**config.mk**
```make
export PLATFORM = sky130hd
export DESIGN_NAME = rr_mux_arb_2ch
export DESIGN_NICKNAME = d
export VERILOG_FILES = /design/src/rtl/rr_mux_arb_2ch.sv
export SDC_FILE = /design/constraint.sdc
export NUM_CORES = 1
export LEC_CHECK = 0
export CAP_MARGIN = 20
export CORE_MARGIN = 8
export CORE_UTILIZATION = 50
export DETAILED_ROUTE_END_ITERATION = 10
export PLACE_DENSITY = 0.76
export SLEW_MARGIN = 25
export SYNTH_ARGS = -nofsm -noshare
export SYNTH_HDL_FRONTEND = slang
export SYNTH_SLANG_ARGS = --single-unit
export TNS_END_PERCENT = 10
```
**constraint.sdc**
```tcl
create_clock -name clk -period 2.2 [get_ports clk]
set_input_delay 0.55 -clock clk [delete_from_list [all_inputs] [get_ports clk]]
set_output_delay 0.55 -clock clk [all_outputs]
set_load 0.005 [all_outputs]
```
**src/rtl/rr_mux_arb_2ch.sv**
```systemverilog
// Two-channel round-robin arbiter with per-owner burst limiting feeding a registered output stage.
// Optional per-channel grant counters are enabled with `define ARB_STATS_EN.
module rr_mux_arb_2ch #(
  parameter int DW    = 1,
  parameter int BURST = 4,
  parameter int CNT_W = 8
) (
  input  logic          clk,
  input  logic          rst_n,
  input  logic          in0_valid,
  input  logic [DW-1:0] in0_data,
  output logic          in0_ready,
  input  logic          in1_valid,
  input  logic [DW-1:0] in1_data,
  output logic          in1_ready,
  output logic          out_valid,
  output logic [DW-1:0] out_data,
  input  logic          out_ready,
  output logic          sel,
  output logic          busy
`ifdef ARB_STATS_EN
  ,
  output logic [CNT_W-1:0] gnt_cnt0,
  output logic [CNT_W-1:0] gnt_cnt1
`endif
);

  typedef enum logic [1:0] {
    IDLE = 2'd0,
    OWN0 = 2'd1,
    OWN1 = 2'd2
  } state_t;

  localparam logic [7:0] BURST_L = BURST[7:0];

  if (BURST < 1 || BURST > 255) begin : g_bad_burst
    $error("BURST must be in 1..255");
  end
  if (CNT_W < 1) begin : g_bad_cnt_w
    $error("CNT_W must be at least 1");
  end

  state_t        state_reg, state_next;
  logic [7:0]    burst_cnt_reg, burst_cnt_next;
  logic          last_served_reg, last_served_next;
  logic          out_valid_reg, out_valid_next;
  logic [DW-1:0] out_data_reg, out_data_next;
  logic          sel_reg, sel_next;

  logic          load_en;
  logic          any_valid;
  logic          gnt;
  logic          accept;
  state_t        gnt_state;
  logic [1:0]    in_valid;
  logic [DW-1:0] in_data [2];
  logic [1:0]    in_ready_int;

  assign in_valid   = {in1_valid, in0_valid};
  assign in_data[0] = in0_data;
  assign in_data[1] = in1_data;

  assign load_en   = !out_valid_reg || out_ready;
  assign any_valid = |in_valid;
  assign accept    = load_en && any_valid;
  assign gnt_state = gnt ? OWN1 : OWN0;

  // A lone requester always wins; under contention the owner keeps the
  // grant until it has used up its burst, then the other side gets a turn.
  always_comb begin
    gnt = !last_served_reg;
    if (in_valid == 2'b01) begin
      gnt = 1'b0;
    end else if (in_valid == 2'b10) begin
      gnt = 1'b1;
    end else if (state_reg == OWN0 && burst_cnt_reg < BURST_L) begin
      gnt = 1'b0;
    end else if (state_reg == OWN1 && burst_cnt_reg < BURST_L) begin
      gnt = 1'b1;
    end
  end

  for (genvar gi = 0; gi < 2; gi++) begin : g_ready
    assign in_ready_int[gi] = accept && in_valid[gi] && (gnt == gi[0]);
  end

  // Flops are held in reset while rst_n is low, so no handshake may be
  // advertised upstream during that time.
  assign in0_ready = rst_n && in_ready_int[0];
  assign in1_ready = rst_n && in_ready_int[1];

  always_comb begin
    state_next       = state_reg;
    burst_cnt_next   = burst_cnt_reg;
    last_served_next = last_served_reg;
    out_valid_next   = out_valid_reg;
    out_data_next    = out_data_reg;
    sel_next         = sel_reg;
    if (load_en) begin
      if (any_valid) begin
        out_valid_next   = 1'b1;
        out_data_next    = in_data[gnt];
        sel_next         = gnt;
        last_served_next = gnt;
        if (state_reg == gnt_state) begin
          if (burst_cnt_reg < BURST_L) begin
            burst_cnt_next = burst_cnt_reg + 8'd1;
          end
        end else begin
          state_next     = gnt_state;
          burst_cnt_next = 8'd1;
        end
      end else begin
        out_valid_next = 1'b0;
        state_next     = IDLE;
        burst_cnt_next = 8'd0;
      end
    end
  end

  always_ff @(posedge clk or negedge rst_n) begin
    if (!rst_n) begin
      state_reg       <= IDLE;
      burst_cnt_reg   <= 8'd0;
      last_served_reg <= 1'b1;
      out_valid_reg   <= 1'b0;
      out_data_reg    <= '0;
      sel_reg         <= 1'b0;
    end else begin
      state_reg       <= state_next;
      burst_cnt_reg   <= burst_cnt_next;
      last_served_reg <= last_served_next;
      out_valid_reg   <= out_valid_next;
      out_data_reg    <= out_data_next;
      sel_reg         <= sel_next;
    end
  end

  assign out_valid = out_valid_reg;
  assign out_data  = out_data_reg;
  assign sel       = sel_reg;
  assign busy      = (state_reg != IDLE);

`ifdef ARB_STATS_EN
  logic [CNT_W-1:0] gnt_cnt_reg [2];

  for (genvar gi = 0; gi < 2; gi++) begin : g_stats
    always_ff @(posedge clk or negedge rst_n) begin
      if (!rst_n) begin
        gnt_cnt_reg[gi] <= '0;
      end else if (in_ready_int[gi] && !(&gnt_cnt_reg[gi])) begin
        gnt_cnt_reg[gi] <= gnt_cnt_reg[gi] + 1'b1;
      end
    end
  end

  assign gnt_cnt0 = gnt_cnt_reg[0];
  assign gnt_cnt1 = gnt_cnt_reg[1];
`endif

endmodule

```
==> metrics.yaml <==
postRouteAntennaNets: 0
cts_max_path_buffers: 2
core-area_mm2: 0.00145
initial_utilization: 0.518
p_leak_nw: 0.520
dieArea_mm2: 0.00300
worst_pin_slew_ns: 0.282
final_cell_mix: "13 x dfrtp_1, 13 x buf_4, 9 x nand2_1, 8 x clkdlybuf4s50_1, 7 x inv_1"
worst_ep_required_time_ns: 1.65
critical-path-slowest-cell: "dfrtp_1"
vias: 668
largest_reg_flops: 8
ys_ff_latch: 14
clkTransAtPathRegs_ns: 0.08
slew_headroom: 0.812
route.detailed.drc: 0
syn_inst: 75
rows: 14
min_period_over_period: 1.04
io_buffers: 12
root_buffer: "clkbuf_4"
cts_sinks: 14
fin_crit_ns: 2.28
h-tree-depth: 1
drt_iter0_drc: 6
met2_usage: 0.277
grt_pass1_vias: 723
syn_to_final_growth_pct: 42.4
die_x_um: 54.8
cp-start-kind: "register"
final_cells: 121
cts_hold_buf: 0
fin_hold_ws_ns: 0.485
finClkSkew_ns: 0.000429
worst_slack_ns: -0.0818
ys_top_cells_by_area: "dfrtp_1 43%, nand2_1 5.0%, dfstp_2 3.5%, inv_1 3.5%, nor2b_1 3.3%"
cp-end-kind: "primary output"
drt-vias-per-instance: 5.52
final_nets: 114
critPathKind: "register to primary output"
cap_violations: 0
nFillCells: 125
yosysUniqueCellTypes: 29
grt-ovfl-total: 0
drive_gt1_frac: 0.324
rsz0062_at_grt: "yes"
clock.fmax_ghz: 0.438
worstPathCellList: "nor4_4, and2_2, a211oi_2, o21ai_2, nor2_1, dlygate4sd2_1"
hold_violations: 0
vdd_drop_max_mv: 0.849
worstSkewPairLatency_ns: 0.26
wirelength_um: 1900
violations: "negative setup slack"
synth_top_area_share: 0.432
grtUsageMet3: 0.0190
grt_usage: 0.148
grt_start_max_net_pins: 15
dp_hpwl_um: 1460
grtUsageMet1: 0.162
grt_pass1_wl_um: 3230
synth_nets: 83
antenna_found_initial: 0
status: "finished, violations left"
cts_buffers: 3
placed_cells_incl_taps: 115
gp_congestion: 0.799
grt.busiest_layer: "met2"
seq_area_frac_synth: 0.467
maxSlewViolCount: 0
critPathMaxStageDelay_ns: 0.41
powerDensity_mw_per_mm2: 1000
syn_area_um2: 753
io_pins: 13
ys_warn_count: 0
hold_path.class: "register to register"
cts_tree: "yes"
crit_fanout: 3
first_pass_iters: 4
arrival_ns: 1.73
place_worst_setup_slack_ns: -0.651
die_h_um: 54.8
setup_viol_count_final: 2
synth_area_leader_cell: "dfrtp_1"
wire_per_inst_um: 15.7
diodes: 0
synth.avg_cell_area_um2: 10.0
-- final timing paths --
check,startpoint,end,slack [ns],cells after the start
max reg2reg,burst_cnt_reg[6],out_data,0.02,9
min in group asynchronous,rst_n,state_reg[0],0.62,2
min reg2reg,sel,sel,0.49,1
min,sel,sel,0.49,1
max in group asynchronous,rst_n,last_served_reg,1.35,2
max,burst_cnt_reg[6],in0_ready,-0.08,6
-- synth_stat cells --
library cell and number:
mux2_2 1, dfrtp_1 13, nor2_1 4, nand4_1 1, a31oi_1 3, mux2i_1 2
nor4_4 1, a211oi_1 2, or2b_1 1, a21o_1 2, and2_2 2, mux2_1 1
ha_1 1, dfstp_2 1, o21ai_0 4, nor2b_1 4, o211ai_2 1, and3_1 1
nand3_1 1, and2_1 2, o2111ai_2 1, nor3_1 1, nand2_1 10, inv_1 7
a22o_1 2, a21oi_1 3, a32oi_2 1, and2b_2 1, a211o_2 1
-- worst max-delay path, delay by kind of cell, from the launching register on --
kind                   cells  cell delay (ns)
AO/OA/AOI/OAI              2             0.20
buffers and inverters      1             0.26
flip-flops                 1             0.41
AND/OR/NAND/NOR            3             0.59
-- cell type report --
cell class              count  area (µm²)  share of cell area
clock buffers               4        36.3              0.0338
repair buffers             26         220               0.205
well taps                  16        20.0              0.0187
inverters                   7        26.3              0.0245
flip-flops and latches     14         352               0.328
multi-input cells          54         418               0.390
-- routing by layer --
layer,vias up,part of all wire
met5,-,0
met4,0,0.014
met3,2,0.019
met2,13,0.54
met1,327,0.43
li1,326,-
-- what timing repair did --
| item | in CTS | in global routing |
|---|---|---|
| hold endpoints to repair | 0 | 0 |
| cloned | 0 | 0 |
| buffers inserted | 1 | 1 |
| pin swaps | 5 | 3 |
| setup endpoints to repair | 3 | 3 |
| resized for setup | 17 | 0 |
-- where the power goes --
| group | switching, mW | internal (mW) | leakage [nW] |
|---|---|---|---|
| combinational | 0.237 | 0.261 | 0.322 |
| sequential | 0.0697 | 0.327 | 0.177 |
| clock | 0.0768 | 0.100 | 0.0210 |
| total | 0.384 | 0.688 | 0.520 |
-- through the flow --
step | setup TNS [ns] | total power, mW | cell area (µm²) | utilization
finish | -0.159 | 1.07 | 1070 | 0.738
global route | -0.445 | 1.15 | 1070 | 0.738
floorplan | 0 | 0.627 | 753 | -
global placement | -1.28 | 0.821 | 983 | 0.676
CTS | -0.214 | 1.06 | 1060 | 0.732
detailed placement | -1.42 | 0.841 | 983 | 0.676
-- cell families (layout without fill, tap and decap cells) --
group	Yosys count	after routing	share of synthesized area
compound gates	20	20	0.206
fa+ha+maj	1	1	0.0166
mux	4	4	0.0565
flops	14	14	0.467
buf+inv	7	37	0.0349
simple gates	29	29	0.219
No activity file was read; power rests on OpenSTA's default activity.
